==> src/rtl/seg7_pkg.sv <==
// Shared constants for the seven-segment display path: active-low glyphs
// (bit order g,f,e,d,c,b,a), page encodings and scan FSM states.
package seg7_pkg;

    localparam logic [6:0] GLYPH_0     = 7'h40;
    localparam logic [6:0] GLYPH_1     = 7'h79;
    localparam logic [6:0] GLYPH_2     = 7'h24;
    localparam logic [6:0] GLYPH_3     = 7'h30;
    localparam logic [6:0] GLYPH_4     = 7'h19;
    localparam logic [6:0] GLYPH_5     = 7'h12;
    localparam logic [6:0] GLYPH_6     = 7'h02;
    localparam logic [6:0] GLYPH_7     = 7'h78;
    localparam logic [6:0] GLYPH_8     = 7'h00;
    localparam logic [6:0] GLYPH_9     = 7'h10;
    localparam logic [6:0] GLYPH_A     = 7'h08;
    localparam logic [6:0] GLYPH_P     = 7'h0C;
    localparam logic [6:0] GLYPH_DASH  = 7'h3F;
    localparam logic [6:0] GLYPH_UNDER = 7'h77;
    localparam logic [6:0] GLYPH_E     = 7'h06;
    localparam logic [6:0] GLYPH_BLANK = 7'h7F;

    typedef enum logic [1:0] {
        PAGE_HH = 2'd0,
        PAGE_MM = 2'd1,
        PAGE_SS = 2'd2
    } page_t;

    typedef enum logic {
        SCAN_BLANK = 1'b0,
        SCAN_DRIVE = 1'b1
    } scan_state_t;

    // Pages cycle hours -> minutes -> seconds -> hours.
    function automatic page_t next_page(input page_t p);
        case (p)
            PAGE_HH: return PAGE_MM;
            PAGE_MM: return PAGE_SS;
            default: return PAGE_HH;
        endcase
    endfunction

endpackage

==> src/rtl/seg7_decode.sv <==
// Combinational BCD nibble to active-low seven-segment decoder; non-decimal
// nibbles show 'E' so corrupted counter values are visible on the display.
module seg7_decode
    import seg7_pkg::*;
(
    input  logic [3:0] nibble,
    output logic [6:0] seg_n
);

    always_comb begin
        case (nibble)
            4'd0:    seg_n = GLYPH_0;
            4'd1:    seg_n = GLYPH_1;
            4'd2:    seg_n = GLYPH_2;
            4'd3:    seg_n = GLYPH_3;
            4'd4:    seg_n = GLYPH_4;
            4'd5:    seg_n = GLYPH_5;
            4'd6:    seg_n = GLYPH_6;
            4'd7:    seg_n = GLYPH_7;
            4'd8:    seg_n = GLYPH_8;
            4'd9:    seg_n = GLYPH_9;
            default: seg_n = GLYPH_E;
        endcase
    end

endmodule

==> src/rtl/clock_display_scan.sv <==
// Three-digit multiplexed display of BCD time, one page (hh/mm/ss) at a time.
// Optional feature macro: CLOCK_DISPLAY_BLINK_EN (blinking dp seconds indicator).
module clock_display_scan
    import seg7_pkg::*;
#(
    parameter int CLK_HZ   = 100_000_000,
    parameter int SCAN_HZ  = 1000,
    parameter int PAGE_SEC = 3
) (
    input  logic       clk,
    input  logic       reset,
    input  logic       sec_tick,
    input  logic       page_next,
    input  logic       pm,
    input  logic [7:0] hh,
    input  logic [7:0] mm,
    input  logic [7:0] ss,
    output logic [7:0] seg_n,
    output logic [2:0] an_n,
    output logic [1:0] page
);

    // DIV must be at least 4 for the blank/drive split to make sense.
    localparam int DIV     = CLK_HZ / SCAN_HZ;
    localparam int PRESC_W = $clog2(DIV);
    localparam logic [PRESC_W-1:0] PRESC_LAST = PRESC_W'(DIV - 2);
    localparam int PSEC_W  = (PAGE_SEC > 1) ? $clog2(PAGE_SEC) : 1;
    localparam logic [PSEC_W-1:0] PSEC_LAST = PSEC_W'((PAGE_SEC > 0) ? PAGE_SEC - 1 : 0);
    localparam bit AUTO_EN = (PAGE_SEC != 0);

    scan_state_t        state_q, state_d;
    logic [1:0]         digit_q, digit_d;
    logic [PRESC_W-1:0] presc_q, presc_d;

    page_t              page_q;
    logic [PSEC_W-1:0]  sec_cnt_q;
    logic               auto_adv;

    logic [7:0]         snap_hh, snap_mm, snap_ss;
    logic               snap_pm;
    page_t              snap_page;
    logic               snap_en;

    logic [7:0]         field;
    logic [3:0]         nibble;
    logic [6:0]         dec_seg;
    logic [6:0]         digit_glyph;
    logic               dp_n;
    logic [7:0]         seg_d;
    logic [2:0]         an_d;

    always_ff @(posedge clk) begin
        if (reset) begin
            state_q <= SCAN_BLANK;
            digit_q <= 2'd2;
            presc_q <= '0;
        end else begin
            state_q <= state_d;
            digit_q <= digit_d;
            presc_q <= presc_d;
        end
    end

    // One BLANK cycle, then DIV-1 DRIVE cycles; the digit steps as we leave DRIVE.
    always_comb begin
        state_d = state_q;
        digit_d = digit_q;
        presc_d = presc_q;
        case (state_q)
            SCAN_BLANK: begin
                state_d = SCAN_DRIVE;
                presc_d = '0;
            end
            SCAN_DRIVE: begin
                if (presc_q == PRESC_LAST) begin
                    state_d = SCAN_BLANK;
                    presc_d = '0;
                    digit_d = (digit_q == 2'd0) ? 2'd2 : digit_q - 2'd1;
                end else begin
                    presc_d = presc_q + 1'b1;
                end
            end
        endcase
    end

    assign auto_adv = AUTO_EN && sec_tick && (sec_cnt_q == PSEC_LAST);

    always_ff @(posedge clk) begin
        if (reset) begin
            page_q    <= PAGE_HH;
            sec_cnt_q <= '0;
        end else if (page_next || auto_adv) begin
            page_q    <= next_page(page_q);
            sec_cnt_q <= '0;
        end else if (sec_tick && AUTO_EN) begin
            sec_cnt_q <= sec_cnt_q + 1'b1;
        end
    end

    // Latching once per frame keeps all three digits consistent across a rollover.
    assign snap_en = (state_q == SCAN_BLANK) && (digit_q == 2'd2);

    always_ff @(posedge clk) begin
        if (reset) begin
            snap_hh   <= '0;
            snap_mm   <= '0;
            snap_ss   <= '0;
            snap_pm   <= 1'b0;
            snap_page <= PAGE_HH;
        end else if (snap_en) begin
            snap_hh   <= hh;
            snap_mm   <= mm;
            snap_ss   <= ss;
            snap_pm   <= pm;
            snap_page <= page_q;
        end
    end

`ifdef CLOCK_DISPLAY_BLINK_EN
    logic blink_q;

    always_ff @(posedge clk) begin
        if (reset) begin
            blink_q <= 1'b0;
        end else if (sec_tick) begin
            blink_q <= ~blink_q;
        end
    end
`endif

    always_comb begin
        field = snap_ss;
        case (snap_page)
            PAGE_HH: field = snap_hh;
            PAGE_MM: field = snap_mm;
            default: field = snap_ss;
        endcase
        nibble = (digit_q == 2'd1) ? field[7:4] : field[3:0];
    end

    seg7_decode u_decode (
        .nibble (nibble),
        .seg_n  (dec_seg)
    );

    // Digit 2 carries the page glyph; a leading zero hour is suppressed.
    always_comb begin
        digit_glyph = dec_seg;
        dp_n        = 1'b1;
        if (digit_q == 2'd2) begin
            case (snap_page)
                PAGE_HH: digit_glyph = snap_pm ? GLYPH_P : GLYPH_A;
                PAGE_MM: digit_glyph = GLYPH_DASH;
                default: digit_glyph = GLYPH_UNDER;
            endcase
        end else if (digit_q == 2'd1 && snap_page == PAGE_HH && field[7:4] == 4'd0) begin
            digit_glyph = GLYPH_BLANK;
        end
`ifdef CLOCK_DISPLAY_BLINK_EN
        if (digit_q == 2'd1 && snap_page != PAGE_SS && blink_q) begin
            dp_n = 1'b0;
        end
`endif
        if (state_q == SCAN_DRIVE) begin
            seg_d = {dp_n, digit_glyph};
            an_d  = ~(3'b001 << digit_q);
        end else begin
            seg_d = 8'hFF;
            an_d  = 3'b111;
        end
    end

    always_ff @(posedge clk) begin
        if (reset) begin
            seg_n <= 8'hFF;
            an_n  <= 3'b111;
        end else begin
            seg_n <= seg_d;
            an_n  <= an_d;
        end
    end

    assign page = page_q;

endmodule

==> config.mk <==
export PLATFORM = sky130hd
export DESIGN_NAME = clock_display_scan
export DESIGN_NICKNAME = d
export VERILOG_FILES = /design/src/rtl/seg7_pkg.sv /design/src/rtl/seg7_decode.sv /design/src/rtl/clock_display_scan.sv
export SDC_FILE = /design/constraint.sdc
export NUM_CORES = 1
export LEC_CHECK = 0
export BUFFER_PORTS_ARGS = -buffer_cell sky130_fd_sc_hd__buf_2
export CAP_MARGIN = 10
export CORE_ASPECT_RATIO = 1.2
export CORE_UTILIZATION = 45
export CTS_BUF_LIST = sky130_fd_sc_hd__clkbuf_4
export CTS_CLUSTER_DIAMETER = 150
export DETAILED_ROUTE_END_ITERATION = 6
export GPL_TIMING_DRIVEN = 0
export PLACE_DENSITY = 0.75
export SLEW_MARGIN = 20
export SYNTH_ARGS = -nofsm -noshare
export SYNTH_HDL_FRONTEND = slang
export SYNTH_SLANG_ARGS = --single-unit
==> constraint.sdc <==
create_clock -name clk -period 3.12 [get_ports clk]
set_input_delay 0.624 -clock clk [delete_from_list [all_inputs] [get_ports clk]]
set_output_delay 0.624 -clock clk [all_outputs]
set_load 0.02 [all_outputs]
==> metrics.md <==
| Metric | Value |
|---|---|
| Proportion of register bits with asynchronous set or reset after synthesis | `0%` |
| Launch instance of the worst register-to-register path | `digit_q[1]$_SDFFE_PP1P_` |
| Reg-to-reg critical path endpoint | `seg_n[1]$_SDFF_PP1_` |
| Final HPWL from detailed placement | `just over 4 mm` |
| Worst-case clock skew | `around 0.013 ns` |
| Post-route DRC violation count | `0` |
| Highest clock rate | `0.371 GHz` |
| Longest individual stage delay on the worst path | `between 0.5 and 0.6 ns` |
| R2r worst-path depth | `10` |
| Final min period | `~2.7 ns` |
| Number of buffers on the longest clock path | `2` |
| Wire length of the first global-routing pass | `around 9.5 mm` |
| Mapped Nets | `360` |
| Primary FF master, synth | `sky130_fd_sc_hd__dfxtp_1` |
| Outcome | `complete, no violations` |
| Leakage | `approximately 1.3 nW` |
| FP Rows | `30` |
| Avg Cell Area, Syn | `approximately 8.5 sq um` |
| Setup-failing EPs final | `0` |
| Detailed-route wire length | `approximately 5.5 mm` |
| Clock tree from TritonCTS | `yes` |
| Hold WC Path Type | `in2reg` |
| Layout cell share with drive strength beyond 1 | `roughly 17%` |
| Unique cell type count in the Yosys netlist | `42` |
| Worst-path cell chain | `inv_1, ha_1, buf_2, mux4_1, mux2_2, inv_1, ha_1, or2b_1, a211o_1, nand2_1` |
| Worst-path maximum fanout | `9` |
| Clock root buffer | `sky130_fd_sc_hd__clkbuf_4` |
| Number of flops mapped to enable cells by yosys | `0` |
| Via count of the first global-routing pass | `2,206` |
| Total I/O pin count | `42` |
| Max capacitance violation total | `0` |
| Number of post-CTS setup repair buffers | `0` |
| Worst Path Arrival | `between 3 and 4 ns` |
| Number of nets with antenna violations after detailed routing | `0` |
| Yosys synthesis warning count | `0` |
| Setup slack on the worst flop-to-flop path | `roughly 0.42 ns` |
| Die Y-Extent | `87.1 um` |
| Highest-delay cell along the critical path | `sky130_fd_sc_hd__mux4_1` |
| Worst Hold Path Cells | `2` |
| Inserted Clock Buffers | `9` |
| Initial cell density of the core | `between 40% and 50%` |
| Critical path destination | `seg_n[1]$_SDFF_PP1_` |
| RSZ-0062 raised after global routing | `false` |
| Crit path kind | `reg2reg` |
| IO Port Bufs | `39` |
| Total count of max-transition violations in the final report | `0` |
| Core area | `~0.0057 sq mm` |
| Number of H-tree levels | `3` |
| Endpoint kind of the worst setup timing path | `flop` |
| Pre-CTS setup slack | `0.443 ns` |
| Cell area after synthesis | `0.00271 sq mm` |
| Hold Violations, Final | `0` |
| Count of instances resized after the clock tree is built | `0` |
| Placed instance area | `around 0.0030 sq mm` |
| Share of the synthesized area in the top cell type | `roughly 45%` |
| Routed length per placed instance | `between 10 and 15 um` |
| Hold slack final | `about 0.42 ns` |
| Count of TritonRoute iterations in the first routing pass | `4` |
| Starting DRT DRC Count | `75` |
| Antenna Cells | `0` |
| Cells taking the most area after synthesis | `sky130_fd_sc_hd__dfxtp_1 (45%), sky130_fd_sc_hd__nand2_1 (10%), sky130_fd_sc_hd__a21oi_1 (6.3%)` |
| Depth of the critical timing path with buffers and inverters included | `10` |
| Number of buffers inserted for hold repair after clock tree synthesis | `0` |
| CTS sink cnt | `61` |
| Initial antenna violation count | `0` |
| Final weighted congestion in routability-driven placement | `0.854` |
| Worst voltage drop across the vdd grid | `0.336 mV` |
| Area enclosed by the die boundary | `about 0.0063 sq mm` |
| Number of buffer and inverter stages on the critical path | `3` |
| Startpoint kind of the worst setup timing path | `flop` |
| Vias after detailed routing | `between 2,000 and 2,500` |
| Post-DR vias/cell | `between 4 and 5` |
| Number of nets at the end of the flow | `between 400 and 500` |
| Die X-Extent | `between 70 and 80 um` |
| Post-route design area | `about 0.0031 sq mm` |
| CP delay by family, top | `multiplexers` |
| Synth Register Bits | `around 60` |
| Crit. Startpoint | `digit_q[1]$_SDFFE_PP1P_` |
| Pwr/cell area | `a little under 500 mW/mm^2` |
| Total routing resource utilization after global routing | `between 10% and 20%` |
| Total grt overflow | `0` |
| Setup Total Neg Slack | `0 ns` |
| Maximum number of pins on one net before global-route repair | `11` |
| Setup WS post-layout | `approximately 0.42 ns` |
| Sequential-to-total area share from yosys stat | `a little under half` |
| Worst-skew pair later-pin latency | `roughly 0.4 ns` |
| Area growth from synthesis to final layout | `15.8%` |
| Final period util | `86.5%` |
| Cell count after synthesis | `320` |
| CTS clk-pin slew, worst paths | `roughly 0.10 ns` |
| Yosys top cell by area | `sky130_fd_sc_hd__dfxtp_1` |
| Final Core Density | `a little over half` |
| Required @ worst endpoint | `around 3.5 ns` |
==> cell type report <==
cell class,instances,area (sq um)
Sequential cell,61,1220
Tap cell,80,100
Fill cell,559,2600
Clock inverter,2,35.0
Buffer,17,85.1
Timing Repair Buffer,39,195
Clock buffer,13,97.6
Multi-Input combinational cell,231,1370
Inverter,11,41.3
==> through the flow <==
stage	total power (W)	cells
after floorplan	0.000949	320
after global placement	0.000997	439
after detailed placement	0.00100	439
after CTS	0.00154	454
after global routing	0.00161	454
final	0.00154	454
==> where the power goes <==
part,internal [W],switching [W]
sequential,0.000809,0.0000170
clock,0.000276,0.000275
combinational,0.0000668,0.0000914
==> worst min-delay path by stage <==
stage | endpoint | slack [ns] | from
after global routing | sec_cnt_q[0]$_SDFFE_PP0P_ | 0.40 | page_next
after global placement | snap_hh[1]$_SDFFE_PP0P_ | 0.44 | snap_hh[1]$_SDFFE_PP0P_
final | sec_cnt_q[1]$_SDFFE_PP0P_ | 0.42 | page_next
after CTS | sec_cnt_q[1]$_SDFFE_PP0P_ | 0.39 | page_next
after floorplan | snap_mm[1]$_SDFFE_PP0P_ | 0.43 | snap_mm[1]$_SDFFE_PP0P_
after detailed placement | snap_ss[5]$_SDFFE_PP0P_ | 0.45 | snap_ss[5]$_SDFFE_PP0P_
==> cell usage after synthesis (2+ instances only) <==
master,instances
sky130_fd_sc_hd__a21oi_1,34
sky130_fd_sc_hd__buf_2,2
sky130_fd_sc_hd__mux2i_1,10
sky130_fd_sc_hd__mux2_2,2
sky130_fd_sc_hd__clkbuf_1,11
sky130_fd_sc_hd__mux4_2,2
sky130_fd_sc_hd__buf_6,2
sky130_fd_sc_hd__a211o_1,2
sky130_fd_sc_hd__nor2b_1,3
sky130_fd_sc_hd__nand3b_1,2
sky130_fd_sc_hd__a31oi_1,2
sky130_fd_sc_hd__nor3b_1,2
sky130_fd_sc_hd__nand2_1,73
sky130_fd_sc_hd__nand3_1,9
sky130_fd_sc_hd__nand4_1,2
sky130_fd_sc_hd__ha_1,11
sky130_fd_sc_hd__xor2_1,10
sky130_fd_sc_hd__o21ai_0,6
sky130_fd_sc_hd__nor4_1,2
sky130_fd_sc_hd__nor3_1,7
sky130_fd_sc_hd__and3_1,3
sky130_fd_sc_hd__xnor2_1,3
sky130_fd_sc_hd__dfxtp_1,61
sky130_fd_sc_hd__mux2_1,2
sky130_fd_sc_hd__nor2_1,29
sky130_fd_sc_hd__or3_1,2
sky130_fd_sc_hd__inv_1,11
==> placed cells by master (no fill, tap or decap), types with 10 or more instances in the layout <==
cell type | synthesis | routed
sky130_fd_sc_hd__nand2_1 | 73 | 73
sky130_fd_sc_hd__dfxtp_1 | 61 | 61
sky130_fd_sc_hd__buf_2 | 2 | 41
sky130_fd_sc_hd__a21oi_1 | 34 | 34
sky130_fd_sc_hd__nor2_1 | 29 | 29
sky130_fd_sc_hd__clkbuf_4 | 0 | 13
sky130_fd_sc_hd__inv_1 | 11 | 11
sky130_fd_sc_hd__clkbuf_1 | 11 | 11
sky130_fd_sc_hd__ha_1 | 11 | 11
sky130_fd_sc_hd__mux2i_1 | 10 | 10
sky130_fd_sc_hd__xor2_1 | 10 | 10
==> flip-flops by register name, summed over array words and instances (netlist names), 3 cells and up <==
| signal | count |
|---|---|
| snap_mm | 8 |
| an_n | 3 |
| snap_hh | 8 |
| seg_n | 7 |
| presc_q | 17 |
| snap_ss | 8 |
==> logic make-up (layout without fill, tap and decap cells) <==
family,count (synthesis),count (layout),synth area share (%)
other,1,1,0.138
adders and majority gates,11,11,5.07
DFF,61,61,45.0
and+or+nand+nor,140,140,22.7
AOI/OAI and AO/OA,48,48,9.64
xor gates and xnor gates,13,13,4.20
muxes,18,18,8.53
buffers and inverters,28,82,4.66
==> per-layer routing <==
metal / up-vias / share of wire (%) / global-route usage [%]
met5: - / 0 / 0
met2: 43 / 50 / 34.5
li1: 1167 / - / -
met4: 0 / 2.1 / 10.3
met3: 10 / 5.1 / 6.60
met1: 1024 / 43 / 21.4
(Power assumes the default switching activity.)
